File: config.mk
export PLATFORM = sky130hd
export DESIGN_NAME = button_event_ctrl
export DESIGN_NICKNAME = d
export VERILOG_FILES = /design/src/rtl/button_event_ctrl.sv
export SDC_FILE = /design/constraint.sdc
export NUM_CORES = 1
export LEC_CHECK = 0
export BUFFER_PORTS_ARGS = -buffer_cell sky130_fd_sc_hd__buf_2
export CAP_MARGIN = 20
export CORE_UTILIZATION = 63
export DETAILED_ROUTE_END_ITERATION = 16
export HOLD_SLACK_MARGIN = 0.05
export PLACE_DENSITY = 0.81
export SYNTH_ARGS = -nofsm -noshare
export SYNTH_HDL_FRONTEND = slang
export SYNTH_SLANG_ARGS = --single-unit
File: constraint.sdc
create_clock -name clk -period 4.95 [get_ports clk]
set_input_delay 0.2475 -clock clk [delete_from_list [all_inputs] [get_ports clk]]
set_output_delay 0.2475 -clock clk [all_outputs]
set_load 0.1 [all_outputs]
File: src/rtl/button_event_ctrl.sv
// Button event controller: generates the shared debounce tick, turns debounced
// levels into press/long/repeat/release events, and merges them round-robin.
module button_event_ctrl #(
   parameter int N_BTN        = 4,
   parameter int TICK_DIV     = 8,
   parameter int LONG_TICKS   = 16,
   parameter int REPEAT_TICKS = 4,
   parameter int ID_W         = (N_BTN > 2) ? $clog2(N_BTN) : 1
) (
   input  logic             clk,
   input  logic             rst_sync,
   output logic             tick,
   input  logic [N_BTN-1:0] btn_level,
   output logic             evt_valid,
   input  logic             evt_ready,
   output logic [ID_W-1:0]  evt_id,
   output logic [1:0]       evt_kind,
   output logic             overflow,
   input  logic             ovf_clr
);

   // Handshake: an event transfers on every rising clk edge where evt_valid and
   // evt_ready are both 1; while evt_valid & ~evt_ready, evt_id/evt_kind hold.

   localparam int CNT_W  = $clog2(TICK_DIV);
   localparam int HOLD_W = $clog2(LONG_TICKS + 1);
   localparam int REP_W  = $clog2(REPEAT_TICKS + 1);

   localparam logic [CNT_W-1:0]  CNT_LAST  = CNT_W'(TICK_DIV - 1);
   localparam logic [HOLD_W-1:0] HOLD_LAST = HOLD_W'(LONG_TICKS);
   localparam logic [REP_W-1:0]  REP_LAST  = REP_W'(REPEAT_TICKS);
   localparam logic [ID_W-1:0]   ID_LAST   = ID_W'(N_BTN - 1);

   typedef enum logic [1:0] {
      ST_IDLE = 2'd0,
      ST_HELD = 2'd1,
      ST_RPT  = 2'd2
   } btn_state_t;

   // Per-button FSM state, kept in one array so it can be probed hierarchically.
   btn_state_t state [N_BTN];

   logic [CNT_W-1:0]          cnt;
   logic [N_BTN-1:0]          level_d;
   logic [N_BTN-1:0]          rise;
   logic [N_BTN-1:0]          fall;
   logic [HOLD_W-1:0]         hold_cnt [N_BTN];
   logic [REP_W-1:0]          rep_cnt  [N_BTN];
   logic [HOLD_W-1:0]         hold_inc [N_BTN];
   logic [REP_W-1:0]          rep_inc  [N_BTN];
   logic [N_BTN-1:0][3:0]     pend;
   logic [N_BTN-1:0][3:0]     set_bits;
   logic [N_BTN-1:0][3:0]     clr_bits;
   logic [ID_W-1:0]           rr;
   logic                      found;
   logic [ID_W-1:0]           win_id;
   logic [1:0]                win_kind;
   logic                      out_free;
   logic                      load;
   logic                      ovf_hit;

   assign tick     = (cnt == CNT_LAST);
   assign rise     = btn_level & ~level_d;
   assign fall     = ~btn_level & level_d;
   assign out_free = ~evt_valid | evt_ready;
   assign load     = out_free & found;

   always_ff @(posedge clk) begin
      if (rst_sync) begin
         cnt     <= '0;
         level_d <= '0;
      end else begin
         cnt     <= tick ? '0 : cnt + CNT_W'(1);
         level_d <= btn_level;
      end
   end

   // Event decode; bit index equals the evt_kind encoding.
   always_comb begin
      set_bits = '0;
      for (int b = 0; b < N_BTN; b++) begin
         hold_inc[b]    = hold_cnt[b] + HOLD_W'(1);
         rep_inc[b]     = rep_cnt[b] + REP_W'(1);
         set_bits[b][0] = rise[b] && (state[b] == ST_IDLE);
         set_bits[b][1] = !fall[b] && tick && (state[b] == ST_HELD) && (hold_inc[b] == HOLD_LAST);
         set_bits[b][2] = !fall[b] && tick && (state[b] == ST_RPT) && (rep_inc[b] == REP_LAST);
         set_bits[b][3] = fall[b];
      end
   end

   always_ff @(posedge clk) begin
      for (int b = 0; b < N_BTN; b++) begin
         if (rst_sync) begin
            state[b]    <= ST_IDLE;
            hold_cnt[b] <= '0;
            rep_cnt[b]  <= '0;
         end else if (fall[b]) begin
            state[b] <= ST_IDLE;
         end else begin
            case (state[b])
               ST_IDLE: if (rise[b]) begin
                  state[b]    <= ST_HELD;
                  hold_cnt[b] <= '0;
               end
               ST_HELD: if (tick) begin
                  hold_cnt[b] <= hold_inc[b];
                  if (set_bits[b][1]) begin
                     state[b]   <= ST_RPT;
                     rep_cnt[b] <= '0;
                  end
               end
               ST_RPT: if (tick) begin
                  rep_cnt[b] <= set_bits[b][2] ? '0 : rep_inc[b];
               end
               default: state[b] <= ST_IDLE;
            endcase
         end
      end
   end

   // Round-robin search from rr with wrap, then fixed kind priority.
   always_comb begin
      found    = 1'b0;
      win_id   = '0;
      win_kind = 2'd0;
      for (int i = 0; i < N_BTN; i++) begin
         int idx;
         idx = int'(rr) + i;
         if (idx >= N_BTN) idx = idx - N_BTN;
         if (!found && (|pend[idx])) begin
            found  = 1'b1;
            win_id = ID_W'(idx);
            if (pend[idx][0])      win_kind = 2'd0;
            else if (pend[idx][1]) win_kind = 2'd1;
            else if (pend[idx][2]) win_kind = 2'd2;
            else                   win_kind = 2'd3;
         end
      end
   end

   always_comb begin
      clr_bits = '0;
      if (load) clr_bits[win_id] = 4'b0001 << win_kind;
      ovf_hit = |(set_bits & pend & ~clr_bits);
   end

   always_ff @(posedge clk) begin
      if (rst_sync) begin
         pend      <= '0;
         overflow  <= 1'b0;
         evt_valid <= 1'b0;
         evt_id    <= '0;
         evt_kind  <= 2'd0;
         rr        <= '0;
      end else begin
         pend <= (pend & ~clr_bits) | set_bits;
         if (ovf_hit)      overflow <= 1'b1;
         else if (ovf_clr) overflow <= 1'b0;
         if (out_free) begin
            evt_valid <= found;
            if (found) begin
               evt_id   <= win_id;
               evt_kind <= win_kind;
               rr       <= (win_id == ID_LAST) ? '0 : win_id + ID_W'(1);
            end
         end
      end
   end

endmodule

==> flow_summary.toml <==
[clock_tree]
worst_skew_pair.late_latency_ps = 350
cts_resized = 0
cts_setup_buffers = 0
cts.htree.levels = 3
root_buffer = "clkbuf_8"
clk_pin_slew_ps = 80
cts_made_buffers = 9
clockBufferDepth = 2
cts_tree = "done"
hold_buffers = 0
cts_sinks = 71

[layout]
nFillCells = 528
final_common_cell = "nor2_1"
final_cell_mix = "nor2_1, edfxtp_1, nand2_1"
nNetsFinal = 496
area_delta_synth_final_pct = 7.52
regArea_um2 = 1820
drive_gt1_share_pct = 12.3
stdcell_area_um2 = 4860
multi_input_area_um2 = 2570
antenna_cells = 0

[min_path]
min_path_type = "primary input to register"

[run]
drv_cap = 0

[logic_synthesis]
yosys.cell_types.count = 65
seq_area_frac_synth_pct = 40.3
ys_ff_latch = 71
async_flop_share_pct = 0
synth_area_um2 = 4520
synth_nets = 480
synth_compound_area_share_pct = 15.4
synthSimpleGateAreaFrac_pct = 22.5
synth-xor-area-share_pct = 3.48
synth_top_family_by_area = "simple AND/OR/NAND/NOR gates"
synth_edf_count = 40
synthMuxAreaShare_pct = 9.40
yosys_warnings = 0
synthFlopType = "edfxtp_1"
syn_inst = 450
postSynthAreaPerCell_um2 = 10.1
synth_fa_ha_area_share_pct = 6.08

[worst_setup_path]
cp.arrival_ps = 4550
cp_max_fo = 15
worstPathRequired_ps = 5180
endpoint_kind = "register"
setup.worst_path.start_class = "register"
critical_path_class = "register to register"

[timing]
rsz0062_at_grt = "false"
fmax_mhz = 231
setup_viol = 0
post-route-min-period_ps = 4320
finalHoldViolCount = 0
worstMarginPinSlew_ps = 852
clock_skew_ps = 9.53
maxSlewViolCount = 0
relSlewSlack_pct = 42.4
fin_crit_sh_pct = 87.4
tns_ps = 0

[placement]
port_buffers = 14
dpl_cell_area_um2 = 4680
hpwl_um = 7470
gp_congestion = 0.896

[floorplan]
die_h_um = 86.7
start_util_pct = 65.9
die-area_um2 = 7520
fp-row-count = 30
fp.dieW_um = 86.7
core_um2 = 6870
io_pins = 15

[grt]
grt_max_degree = 50
track_usage_pct = 29.3
grt_first_pass_wirelength_um = 16900
grt-ovfl-total = 0
antenna_found_initial = 0
grt_pass1_vias = 3575

[drt]
post-route-drc-count = 0
dr.pass1.iters = 5
drtIter0Drc = 290
detail_route.wl_per_cell_um = 18.3
viasPerCell = 6.51
ant_nets = 0
wl_um = 10400
routed-via-count = 3691

[power]
pwr_density_cell_nw_per_um2 = 418
ir_drop_mv = 0.250
p_leak_nw = 1.81

[run_status]
status = "completed"
## critical path, cell delays in order, from the launching register on
cell and delay [ps]:
dfxtp_1 800, mux4_2 670, nor4_2 590, nand2_1 230, nor3_1 190, a21oi_1 60, nor2_1 90, a211oi_1 110
inv_1 110, ha_1 160, nand3_1 190, a211o_1 290, a211oi_2 210, o22ai_1 90, o41a_1 410
## report_power, final
| part | internal [W] | switching, W |
|---|---|---|
| clock | 0.000231 | 0.000227 |
| sequential | 0.000677 | 0.0000752 |
| combinational | 0.000275 | 0.000550 |
| total | 0.00118 | 0.000851 |
## logic make-up after synthesis
logic type | after synthesis
and+or+nand+nor | 191
xor gates and xnor gates | 18
muxes | 21
adders and majority gates | 22
DFF | 71
buffers and inverters | 28
AOI/OAI and AO/OA | 99
## layout make-up
type | instances | area share (%)
tap | 96 | 2.47
clock inverter | 6 | 1.23
timing repair buffer | 19 | 2.21
multi-input combinational | 351 | 52.9
inverter | 14 | 1.08
clock buffer | 10 | 2.62
sequential | 71 | 37.4
## metrics by stage
stage                     cells  total power [W]  utilization [%]  setup slack, ps  hold WS, ps
final                       567          0.00203             70.8              625          160
after global routing        567          0.00212             70.8              300          184
after CTS                   567          0.00202             70.8              632          170
after detailed placement    551          0.00157             68.1              651          423
after global placement      551          0.00156             68.1              824          412
after floorplan             450          0.00139                -             1430          376
## synth_stat cells, drive strengths merged, types with 9 or more instances
| cell | number | area [um2] |
|---|---|---|
| nand3 | 20 | 100 |
| mux4 | 16 | 375 |
| ha | 22 | 275 |
| nor2b | 11 | 68.8 |
| a21oi | 25 | 125 |
| buf | 9 | 56.3 |
| xor2 | 11 | 96.3 |
| o21ai | 28 | 140 |
| dfxtp | 31 | 621 |
| nand2b | 13 | 81.3 |
| nand2 | 35 | 131 |
| nor4b | 9 | 78.8 |
| nor4 | 9 | 83.8 |
| nor2 | 52 | 195 |
| edfxtp | 40 | 1200 |
| inv | 14 | 52.6 |
## routing by layer
layer	share of wire, %	global-route usage, %
met1	44	37.8
met3	5.0	4.38
met4	2.4	10.8
met5	0	0
met2	49	50.4
## worst paths after layout
path	from	end	slack, ps	cells past startpoint
max reg2reg	rr[0]	overflow	630	14
min	btn_level[0]	level_d[0]	160	2
min reg2reg	cnt[0]	cnt[0]	430	1
max	rr[0]	overflow	630	14
## registers in the layout, summed over array words and instances, names as in the netlist
register,cells
hold_cnt,20
pend,16
level_d,4
evt_id,2
evt_valid,1
cnt,3
rr,2
overflow,1
evt_kind,2
rep_cnt,12
state,8
No activity file was read; power rests on OpenSTA's default activity.
